**src/rtl/uart_tx_sequencer.sv**
```systemverilog
// UART transmitter: one-byte holding register feeding a start/data/stop shifter, LSB first.
// Define UART_TX_PARITY_EN to insert an even-parity bit between the data bits and the stop bit.
module uart_tx_sequencer #(
  parameter int unsigned BAUD_DIV = 868
) (
  input  logic       clk,
  input  logic       reset,
  input  logic       wr,
  input  logic [7:0] din,
  input  logic       clr_ovr,
  output logic       tx,
  output logic       txrdy,
  output logic       busy,
  output logic       done,
  output logic       ovr
);

  localparam int unsigned CW = $clog2(BAUD_DIV);
  localparam logic [CW-1:0] BAUD_LAST = CW'(BAUD_DIV - 1);

  typedef enum logic [2:0] {
    S_IDLE,
    S_START,
    S_DATA,
`ifdef UART_TX_PARITY_EN
    S_PARITY,
`endif
    S_STOP
  } state_e;

  state_e          state_q, state_d;
  logic [CW-1:0]   baud_q, baud_d;
  logic [2:0]      bitcnt_q, bitcnt_d;
  logic [7:0]      shift_q, shift_d;
  logic [7:0]      thr_q, thr_d;
  logic            full_q, full_d;
  logic            ovr_q, ovr_d;
  logic            tx_q, tx_d;
`ifdef UART_TX_PARITY_EN
  logic            par_q, par_d;
`endif

  logic baud_tick;
  logic load;

  assign baud_tick = (state_q != S_IDLE) && (baud_q == BAUD_LAST);
  // THR moves into the shifter either from idle or on the final stop-bit clock (zero-gap chaining).
  assign load      = full_q && ((state_q == S_IDLE) || ((state_q == S_STOP) && baud_tick));

  always_ff @(posedge clk) begin
    if (reset) begin
      state_q <= S_IDLE;
    end else begin
      state_q <= state_d;
    end
  end

  always_comb begin
    state_d = state_q;
    unique case (state_q)
      S_IDLE:   if (full_q) state_d = S_START;
      S_START:  if (baud_tick) state_d = S_DATA;
      S_DATA: begin
        if (baud_tick && (bitcnt_q == 3'd7)) begin
`ifdef UART_TX_PARITY_EN
          state_d = S_PARITY;
`else
          state_d = S_STOP;
`endif
        end
      end
`ifdef UART_TX_PARITY_EN
      S_PARITY: if (baud_tick) state_d = S_STOP;
`endif
      S_STOP:   if (baud_tick) state_d = full_q ? S_START : S_IDLE;
      default:  state_d = S_IDLE;
    endcase
  end

  always_comb begin
    baud_d   = (state_q == S_IDLE || baud_tick) ? '0 : baud_q + CW'(1);
    bitcnt_d = '0;
    if (state_q == S_DATA) begin
      bitcnt_d = baud_tick ? bitcnt_q + 3'd1 : bitcnt_q;
    end

    shift_d = shift_q;
    if (load) begin
      shift_d = thr_q;
    end else if ((state_q == S_DATA) && baud_tick) begin
      shift_d = {1'b0, shift_q[7:1]};
    end

    thr_d  = thr_q;
    full_d = full_q;
    if (load) begin
      full_d = 1'b0;
    end
    if (wr && !full_q) begin
      thr_d  = din;
      full_d = 1'b1;
    end

    ovr_d = ovr_q;
    if (wr && full_q) begin
      ovr_d = 1'b1;
    end else if (clr_ovr) begin
      ovr_d = 1'b0;
    end

`ifdef UART_TX_PARITY_EN
    par_d = load ? ^thr_q : par_q;
`endif
  end

  // Line level is computed from the next state so tx flips on the same edge as the state.
  always_comb begin
    tx_d = 1'b1;
    unique case (state_d)
      S_IDLE:   tx_d = 1'b1;
      S_START:  tx_d = 1'b0;
      S_DATA:   tx_d = shift_d[0];
`ifdef UART_TX_PARITY_EN
      S_PARITY: tx_d = par_q;
`endif
      S_STOP:   tx_d = 1'b1;
      default:  tx_d = 1'b1;
    endcase
    busy  = (state_q != S_IDLE);
    done  = (state_q == S_STOP) && baud_tick;
    txrdy = !full_q;
    tx    = tx_q;
    ovr   = ovr_q;
  end

  always_ff @(posedge clk) begin
    if (reset) begin
      baud_q   <= '0;
      bitcnt_q <= '0;
      shift_q  <= '0;
      thr_q    <= '0;
      full_q   <= 1'b0;
      ovr_q    <= 1'b0;
      tx_q     <= 1'b1;
`ifdef UART_TX_PARITY_EN
      par_q    <= 1'b0;
`endif
    end else begin
      baud_q   <= baud_d;
      bitcnt_q <= bitcnt_d;
      shift_q  <= shift_d;
      thr_q    <= thr_d;
      full_q   <= full_d;
      ovr_q    <= ovr_d;
      tx_q     <= tx_d;
`ifdef UART_TX_PARITY_EN
      par_q    <= par_d;
`endif
    end
  end

endmodule

```
**config.mk**
```make
export PLATFORM = sky130hd
export DESIGN_NAME = uart_tx_sequencer
export DESIGN_NICKNAME = d
export VERILOG_FILES = /design/src/rtl/uart_tx_sequencer.sv
export SDC_FILE = /design/constraint.sdc
export NUM_CORES = 1
export LEC_CHECK = 0
export ABC_AREA = 1
export BUFFER_PORTS_ARGS = -buffer_cell sky130_fd_sc_hd__buf_2
export CAP_MARGIN = 20
export CORE_UTILIZATION = 30
export DETAILED_ROUTE_END_ITERATION = 12
export HOLD_SLACK_MARGIN = 0.02
export SLEW_MARGIN = 20
export SYNTH_ARGS = -nofsm -noshare
export SYNTH_HDL_FRONTEND = slang
export SYNTH_SLANG_ARGS = --single-unit
```
**constraint.sdc**
```tcl
create_clock -name clk -period 1.43 [get_ports clk]
set_input_delay 0.2145 -clock clk [delete_from_list [all_inputs] [get_ports clk]]
set_output_delay 0.2145 -clock clk [all_outputs]
set_load 0.005 [all_outputs]
```
==> flow_summary.yaml, run 1 <==
die:
  start_util: 0.3126
  ios: 17
  die_area_um2: 5618
  die_w_um: 74.95
  die_h_um: 74.95
  rows: 26
  coreArea_um2: 5107
cts:
  clock_latency_ns: 0.30
  cts_tree: "done"
  cts.htree.levels: 2
  clock-sinks: 35
  cts_made_buffers: 5
  max-clock-path-buffers: 2
  ctsHoldBuffers: 0
  root_buffer: "clkbuf_8"
  clkTransAtPathRegs_ns: 0.07
grt:
  grt_pass1_wl_um: 5996
  grt-ovfl-total: 0
  grt_pass1_vias: 1357
  grt_max_degree: 13
  globalRouteTotalUtil: 0.1454
  antenna_found_initial: 0
drt:
  drc: 0
  first_pass_iters: 4
  num_vias: 1526
  postRouteAntennaNets: 0
  wl_per_cell_um: 11.10
  drt-initial-drc-count: 64
  routed_wl_um: 3697
  viasPerCell: 4.583
setup_path:
  worstPathRequired_ns: 1.63
  cp-start-kind: "flip-flop"
  crit-reg2reg-capture: "tx$_SDFF_PP1_"
  critPathMaxFanout: 7
  r2r_start: "baud_q[1]$_SDFF_PP0_"
  cp_top_family: "simple AND/OR/NAND/NOR gates"
  path_cells: "ha_4 > nand2_4 > buf_6 > nor2_4 > buf_6 > nand4_1 > nand2_1 > nand2_1 > nand2_2 > nand2_2 > nor2_2 > nor2_1"
  worst-path-buf-inv: 2
  crit_type: "reg2reg"
  cp.arrival_ns: 1.82
  cp-end-kind: "flip-flop"
  worstRegToRegCells: 12
  cp-startpoint: "baud_q[1]$_SDFF_PP0_"
  cp_num_cells: 12
  slowest_delay_ns: 0.35
  rrSetupSlack_ns: -0.19
  cpMaxStageDelayCell: "dfxtp_2"
  crit_path_end: "tx$_SDFF_PP1_"
layout:
  final_nets: 277
  final_cell_mix: "dfxtp_1, nor2_1, nand2_1, buf_4, inv_1"
  drive_gt1_frac: 0.3992
  syn_to_final_growth_pct: 44.67
  insertedDiodeCount: 0
  nFillCells: 507
  final_common_cell: "dfxtp_1"
synth:
  synth_edf_count: 0
  yosysWarnings: 0
  ys.flop_type: "dfxtp_1"
  synthDistinctLibCells: 29
  async_reset_ff_frac: 0
  ys_ff_latch: 35
  syn_area_per_cell_um2: 7.603
  syn_inst: 210
  yosysSeqAreaShare: 0.4389
  synth_nets: 225
  synth_area_um2: 1597
sta:
  finalMaxSlewViolations: 0
  clock_skew_ns: 0.006681
  fin_crit_ns: 1.619
  period_share: 1.132
  rsz0062_at_grt: "true"
  finalSetupViolCount: 24
  hold_viol: 0
  worst_slack_ns: -0.1894
  fmax_mhz: 617.5
  whs_ns: 0.1340
power_and_ir_drop:
  leakage_nw: 0.9351
  power.density_nw_per_um2: 993.1
  ir_worst_vdd_mv: 0.5283
job:
  max-cap-violations: 0
status:
  violations: "setup timing"
  outcome: "complete, but fails checks"
place:
  dpl.hpwl_um: 2436
  port_buffers: 16
  gp_congestion: 0.8153
  dp_slack_ns: -0.04117
hold_path:
  hp-class: "in2reg"
==> worst min-delay path by stage <==
stage / startpoint / to / slack, ns / cells past startpoint
after detailed placement: din[0] / thr_q[0]$_SDFFE_PP0P_ / 0.44 / 3
after global placement: bitcnt_q[1]$_SDFFE_PP0P_ / bitcnt_q[1]$_SDFFE_PP0P_ / 0.44 / 2
after global routing: din[1] / thr_q[1]$_SDFFE_PP0P_ / 0.15 / 3
final: din[6] / thr_q[6]$_SDFFE_PP0P_ / 0.13 / 3
after floorplan: din[0] / thr_q[0]$_SDFFE_PP0P_ / 0.35 / 2
after CTS: din[6] / thr_q[6]$_SDFFE_PP0P_ / 0.13 / 3
==> timing repair <==
action,in CTS,in global routing
pin swaps,9,13
endpoints found under the setup margin,9,30
setup buffers,5,10
resized for setup,20,28
==> state kept, by name, summed over array words and instances, names as in the netlist <==
register,count
tx,1
baud_q,10
thr_q,8
bitcnt_q,3
ovr,1
full_q,1
state_q,3
shift_q,8
==> kinds of logic after synthesis <==
family          count (synthesis)  share of synthesized area
simple gates                  116                     0.3597
flops                          35                     0.4389
compound gates                 28                    0.09797
buf+inv                        26                    0.07209
fa+ha+maj                       3                    0.02351
xor+xnor                        1                   0.005487
other cells                     1                   0.002349
==> cell usage after synthesis (all sizes together), types with 2 or more instances <==
cell type | count | area share
a31oi | 7 | 0.027
nand3 | 18 | 0.066
o21ai | 10 | 0.031
inv | 21 | 0.049
ha | 3 | 0.024
nand4 | 11 | 0.043
buf | 3 | 0.015
nor2 | 40 | 0.11
nor3b | 2 | 0.0094
a21oi | 8 | 0.025
nand2 | 38 | 0.11
dfxtp | 35 | 0.44
nor3 | 5 | 0.016
==> area by class of cell <==
cell class / instances / area, µm² / area share
Multi-Input combinational cell: 149 / 923.4 / 0.3998
Tap cell: 70 / 87.58 / 0.03792
Sequential cell: 35 / 703.2 / 0.3044
Clock inverter: 2 / 60.06 / 0.02600
Timing Repair Buffer: 49 / 372.9 / 0.1614
Clock buffer: 6 / 72.57 / 0.03142
Inverter: 22 / 90.09 / 0.03900
==> worst register-to-register path, stage by stage (launching register included) <==
cell	delay, ns
dfxtp_2	0.35
ha_4	0.15
nand2_4	0.05
buf_6	0.11
nor2_4	0.19
buf_6	0.15
nand4_1	0.11
nand2_1	0.10
nand2_1	0.06
nand2_2	0.07
nand2_2	0.06
nor2_2	0.09
nor2_1	0.04
==> through the flow <==
step | power [mW] | cell area, µm² | util | cells | setup TNS, ns
floorplan | 1.141 | 1612 | - | 210 | 0
global placement | 1.203 | 1887 | 0.3694 | 310 | -0.01837
detailed placement | 1.204 | 1887 | 0.3694 | 310 | -0.1477
CTS | 2.283 | 2145 | 0.4199 | 323 | -1.277
global route | 2.385 | 2310 | 0.4522 | 333 | -3.970
finish | 2.294 | 2310 | 0.4522 | 333 | -1.901
==> report_power, final <==
part	switching [mW]	internal (mW)	leakage, nW
sequential	0.0271	1.01	0.286
clock	0.369	0.697	0.0654
combinational	0.104	0.0851	0.584
total	0.500	1.79	0.935
==> routing by layer <==
| layer | up-vias | track usage | wire length [µm] |
|---|---|---|---|
| li1 | 796 | - | - |
| met1 | 705 | 0.1799 | 1734 |
| met2 | 18 | 0.2282 | 1774 |
| met3 | 7 | 0.04418 | 120 |
| met4 | 0 | 0.07547 | 68 |
| met5 | - | 0 | 0 |
No activity file was read; power rests on OpenSTA's default activity.
==> run 2: changes to the inputs <==
--- a/config.mk
+++ b/config.mk
@@ -8,9 +8,14 @@
 export ABC_AREA = 1
 export BUFFER_PORTS_ARGS = -buffer_cell sky130_fd_sc_hd__buf_2
 export CAP_MARGIN = 20
+export CELL_PAD_IN_SITES_DETAIL_PLACEMENT = 2
+export CELL_PAD_IN_SITES_GLOBAL_PLACEMENT = 2
+export CORE_MARGIN = 2
 export CORE_UTILIZATION = 30
+export CTS_BUF_LIST = sky130_fd_sc_hd__clkbuf_8
 export DETAILED_ROUTE_END_ITERATION = 12
 export HOLD_SLACK_MARGIN = 0.02
+export PLACE_DENSITY_LB_ADDON = 0.1
 export SLEW_MARGIN = 20
 export SYNTH_ARGS = -nofsm -noshare
 export SYNTH_HDL_FRONTEND = slang
==> run 2 against run 1 <==
The run still ends with setup timing left. Wire length rose by 47%. Count of clock-buffer cells in the layout did not move. Worst setup slack got worse by 0.029 ns. Worst hold slack improved by 0.011 ns. Sequential cell count did not move.
==> flow_summary.yaml, run 2 (synthesis gave the netlist of run 1 again) <==
grt:
  grt_max_degree: 13
  grt_pass1_vias: 1753
  antenna_found_initial: 0
  globalRouteTotalUtil: 0.1862
  grt-ovfl-total: 0
  grt_pass1_wl_um: 8700
sta:
  fin_crit_ns: 1.648
  finalMaxSlewViolations: 0
  rsz0062_at_grt: "true"
  fmax_mhz: 606.8
  clock_skew_ns: 0.003233
  hold_viol: 0
  whs_ns: 0.1454
  worst_slack_ns: -0.2181
  finalSetupViolCount: 15
  period_share: 1.153
layout:
  syn_to_final_growth_pct: 42.95
  largest_register_ffs: 10
  final_nets: 275
  final_cell_mix: "dfxtp_1, nor2_1, nand2_1, buf_4, inv_1"
  drive_gt1_frac: 0.4100
  multiInputGateArea_um2: 942.2
  insertedDiodeCount: 0
  largest-register: "baud_q"
  fin_area_um2: 2282
  final_common_cell: "dfxtp_1"
  nFillCells: 585
  seqCellArea_um2: 705.7
  fin_cells: 331
  reg_top3: "baud_q (10), shift_q (8), thr_q (8)"
die:
  ios: 17
  die_h_um: 76.95
  coreArea_um2: 5107
  die_w_um: 76.95
  start_util: 0.3126
  rows: 26
  die_area_um2: 5921
cts:
  clock-sinks: 35
  clock_latency_ns: 0.29
  root_buffer: "clkbuf_8"
  clkTransAtPathRegs_ns: 0.07
  max-clock-path-buffers: 2
  ctsHoldBuffers: 0
  cts_tree: "done"
  cts.htree.levels: 2
  cts_made_buffers: 5
power_and_ir_drop:
  leakage_nw: 0.9080
  ir_worst_vdd_mv: 0.4468
  finalPower_mw: 2.172
  power.density_nw_per_um2: 951.7
drt:
  wl_per_cell_um: 16.42
  viasPerCell: 4.849
  drc: 0
  routed_wl_um: 5434
  num_vias: 1605
  postRouteAntennaNets: 0
  first_pass_iters: 4
  drt-initial-drc-count: 24
status:
  outcome: "complete, but fails checks"
  violations: "setup timing"
place:
  port_buffers: 16
  dp.cells: 313
  dp_slack_ns: -0.1045
  dpl_cell_area_um2: 1934
  gp_congestion: 0.7944
  dpl.hpwl_um: 3596
setup_path:
  cp-end-kind: "flip-flop"
  worstPathRequired_ns: 1.62
  crit_type: "reg2reg"
  critPathMaxFanout: 5
  cp-start-kind: "flip-flop"
  cp.arrival_ns: 1.84
job:
  max-cap-violations: 0
hold_path:
  hp-class: "in2reg"
## run 2: changes by cell type in the layout (fill, tap and decap cells not counted), sizes merged
cell    change
buf         -3
bufinv      -1
clkinv      +2
inv         -1
nor2        +1
## run 2: worst max-delay path, cell delays in order, from the launching register on
cell     delay [ns]
dfxtp_2        0.35
ha_4           0.15
nand2_4        0.05
buf_6          0.12
nor2_4         0.20
nand3_2        0.10
nand2_2        0.11
nand2_4        0.10
nand2_4        0.11
nand3_2        0.08
nor2_2         0.12
nor2_1         0.06
## run 2: repair_timing
action,in CTS,in global routing
pin swaps,12,18
gates resized for setup,17,23
buffers inserted,6,3
cloned,1,0
endpoints found under the hold margin,0,0
setup endpoints to repair,20,34
## run 2: per-stage QoR
step	util	TNS (ns)
6_report	0.4468	-2.034
5_1_grt	0.4468	-4.281
4_1_cts	0.4245	-1.184
3_5_place_dp	0.3787	-0.8588
3_3_place_gp	0.3787	-0.01562
2_1_floorplan	-	0
## run 2: power by group
part / switching (mW) / internal, mW / total (mW) / leakage [nW]
Combinational: 0.112 / 0.0812 / 0.194 / 0.560
Sequential: 0.0281 / 1.01 / 1.04 / 0.287
Clock: 0.375 / 0.564 / 0.940 / 0.0612
## run 2: routing by layer
metal / global-route usage / wire, µm / share of wire / up-vias
li1: - / - / - / 794
met4: 0.05818 / 85 / 0.016 / 0
met5: 0 / 0 / 0 / -
met1: 0.2304 / 2412 / 0.44 / 781
met3: 0.03882 / 147 / 0.027 / 8
met2: 0.3228 / 2789 / 0.51 / 22
## run 2: path summary, 6_finish.rpt
check	startpoint	endpoint	slack [ns]	cells past startpoint
max	baud_q[0]$_SDFF_PP0_	tx$_SDFF_PP1_	-0.22	11
min	din[2]	thr_q[2]$_SDFFE_PP0P_	0.15	3
max reg2reg	baud_q[0]$_SDFF_PP0_	tx$_SDFF_PP1_	-0.22	11
min reg2reg	ovr$_SDFFE_PP0P_	ovr$_SDFFE_PP0P_	0.47	2
## run 2: layout make-up
class	count	area share
Multi-Input combinational cell	150	0.4128
Sequential cell	35	0.3092
Timing Repair Buffer	46	0.1497
Inverter	22	0.03838
Tap cell	70	0.03838
Clock buffer	6	0.03618
Clock inverter	2	0.01535
==> run 3: changes to the inputs <==
--- a/config.mk
+++ b/config.mk
@@ -11,7 +11,7 @@
 export CELL_PAD_IN_SITES_DETAIL_PLACEMENT = 2
 export CELL_PAD_IN_SITES_GLOBAL_PLACEMENT = 2
 export CORE_MARGIN = 2
-export CORE_UTILIZATION = 30
+export CORE_UTILIZATION = 31
 export CTS_BUF_LIST = sky130_fd_sc_hd__clkbuf_8
 export DETAILED_ROUTE_END_ITERATION = 12
 export HOLD_SLACK_MARGIN = 0.02
==> run 3 against run 2 <==
The flow still finishes with violations (setup timing). Sequential cell count unchanged. Via count is 3.5% higher. Worst setup slack lost 0.017 ns. Die area fell by 3.1%. Core utilization grew 1.7 points. Global-route usage up 2.4 points. Final area rose by 2.6%. Combinational power increased by 4%. Clock power shrank 21%. Count of clock-buffer cells in the layout is 1 lower.
==> flow_summary.yaml, run 3 (synthesis gave the netlist of run 1 again) <==
status:
  outcome: "complete, but fails checks"
  violations: "setup timing"
die:
  rows: 26
  die_w_um: 75.77
  die_h_um: 75.77
  start_util: 0.3166
  ios: 17
  coreArea_um2: 5042
  die_area_um2: 5740
setup_path:
  cp-start-kind: "flip-flop"
  critPathMaxFanout: 2
  cp.arrival_ns: 1.45
  worstPathRequired_ns: 1.22
  cp-end-kind: "output port"
  crit-reg2reg-capture: "tx$_SDFF_PP1_"
  r2r_start: "baud_q[0]$_SDFF_PP0_"
  crit_type: "reg2out"
  worstRegToRegCells: 10
  rrSetupSlack_ns: -0.22
sta:
  fin_crit_ns: 1.665
  clock_skew_ns: 0.01632
  finalMaxSlewViolations: 0
  period_share: 1.164
  hold_viol: 0
  setup_tns_ns: -1.608
  worst_slack_ns: -0.2349
  rsz0062_at_grt: "true"
  finalSetupViolCount: 19
  fmax_mhz: 600.6
power_and_ir_drop:
  p_int_mw: 1.428
  power.density_nw_per_um2: 849.6
  p_sw_mw: 0.5609
  power_frac_comb: 0.101
  leakage_nw: 0.9543
  pwr-share-clk: 0.375
  p_sw_frac: 0.2820
  finalPower_mw: 1.989
  ir_worst_vdd_mv: 0.3817
  seqPwrFrac: 0.524
hold_path:
  hp-start: "clr_ovr"
  hold_end: "ovr$_SDFFE_PP0P_"
  hold_depth: 4
  hp-class: "in2reg"
cts:
  cts.htree.levels: 2
  root_buffer: "clkbuf_8"
  cts_tree: "done"
  clock-sinks: 35
  max-clock-path-buffers: 2
  clkTransAtPathRegs_ns: 0.09
  clock_latency_ns: 0.30
  cts_made_buffers: 5
layout:
  drive_gt1_frac: 0.4354
  syn_to_final_growth_pct: 46.63
  insertedDiodeCount: 0
  finish.utilization: 0.4643
  final_cell_mix: "dfxtp_1, nor2_1, buf_4, nand2_1, inv_1"
  largest-register: "baud_q"
  final_nets: 285
  final_common_cell: "dfxtp_1"
  fin_cells: 341
  reg_top3: "baud_q (10), shift_q (8), thr_q (8)"
  largest_register_ffs: 10
place:
  dp.cells: 315
  gp_congestion: 0.8069
  port_buffers: 16
  dpl.hpwl_um: 3847
  dp_slack_ns: -0.2264
drt:
  postRouteAntennaNets: 0
  wl_per_cell_um: 17.62
  num_vias: 1661
  viasPerCell: 4.871
  first_pass_iters: 4
  drc: 0
  drt-initial-drc-count: 79
  routed_wl_um: 6009
grt:
  globalRouteTotalUtil: 0.2107
  grt_pass1_vias: 1753
  antenna_found_initial: 0
  grt_max_degree: 12
  grt-ovfl-total: 0
  grt_pass1_wl_um: 8907
job:
  max-cap-violations: 0
## run 3: changes by cell type in the layout (fill, tap and decap cells not counted), sizes merged
cell | previous run | this run
bufinv | 1 | 0
nor2 | 41 | 40
clkbuf | 6 | 5
inv | 21 | 23
clkinv | 2 | 1
clkinvlp | 0 | 1
buf | 46 | 57
## run 3: power by group through the flow
stage          Clock, mW  Sequential (mW)  Combinational, mW
3_5_place_dp           0             1.06              0.165
5_1_grt            0.800             1.05              0.223
2_1_floorplan          0             1.05             0.0870
3_3_place_gp           0             1.06              0.154
6_report           0.745             1.04              0.201
4_1_cts            0.749             1.04              0.187
## run 3: worst max-delay path by stage
stage,to,start,cells after the start,slack [ns]
after floorplan,tx$_SDFF_PP1_,baud_q[0]$_SDFF_PP0_,11,0.03
after global placement,tx$_SDFF_PP1_,baud_q[1]$_SDFF_PP0_,11,-0.05
after detailed placement,tx$_SDFF_PP1_,baud_q[1]$_SDFF_PP0_,11,-0.23
after CTS,done,baud_q[1]$_SDFF_PP0_,7,-0.27
after global routing,tx$_SDFF_PP1_,baud_q[0]$_SDFF_PP0_,10,-0.35
final,done,baud_q[0]$_SDFF_PP0_,7,-0.23
## run 3: critical path, cell delays in order, from the launching register on
cell and delay (ns):
dfxtp_2 0.36, ha_4 0.15, nand2_4 0.06, buf_4 0.13
nor3_2 0.12, nand2_1 0.08, nor3_2 0.11, buf_2 0.14
## run 3: final cells by class
cell class,count,area (µm²)
Sequential cell,35,705.7
Multi-Input combinational cell,149,943.4
Fill cell,580,2701
Timing Repair Buffer,57,429.2
Inverter,22,90.09
Clock inverter,3,16.27
Tap cell,70,87.58
Clock buffer,5,68.82
## run 3: per-stage QoR
stage / hold slack (ns) / cell area [µm²]
after floorplan: 0.3494 / 1612
after global routing: 0.1571 / 2341
final: 0.1448 / 2341
after CTS: 0.1426 / 2215
after global placement: 0.4341 / 1924
after detailed placement: 0.4499 / 1924
## run 3: metal layers
metal / GRT usage / vias up / share of wire
met1: 0.2580 / 818 / 0.44
met2: 0.3745 / 19 / 0.52
met4: 0.05263 / 0 / 0.010
li1: - / 819 / -
met3: 0.04365 / 5 / 0.028
met5: 0 / - / 0
## run 3: repair_timing
item | 4_1_cts | 5_1_grt
endpoints found under the setup margin | 13 | 32
buffers inserted | 9 | 9
hold buffers | 0 | 0
gates resized for setup | 35 | 18
pin swaps | 21 | 17
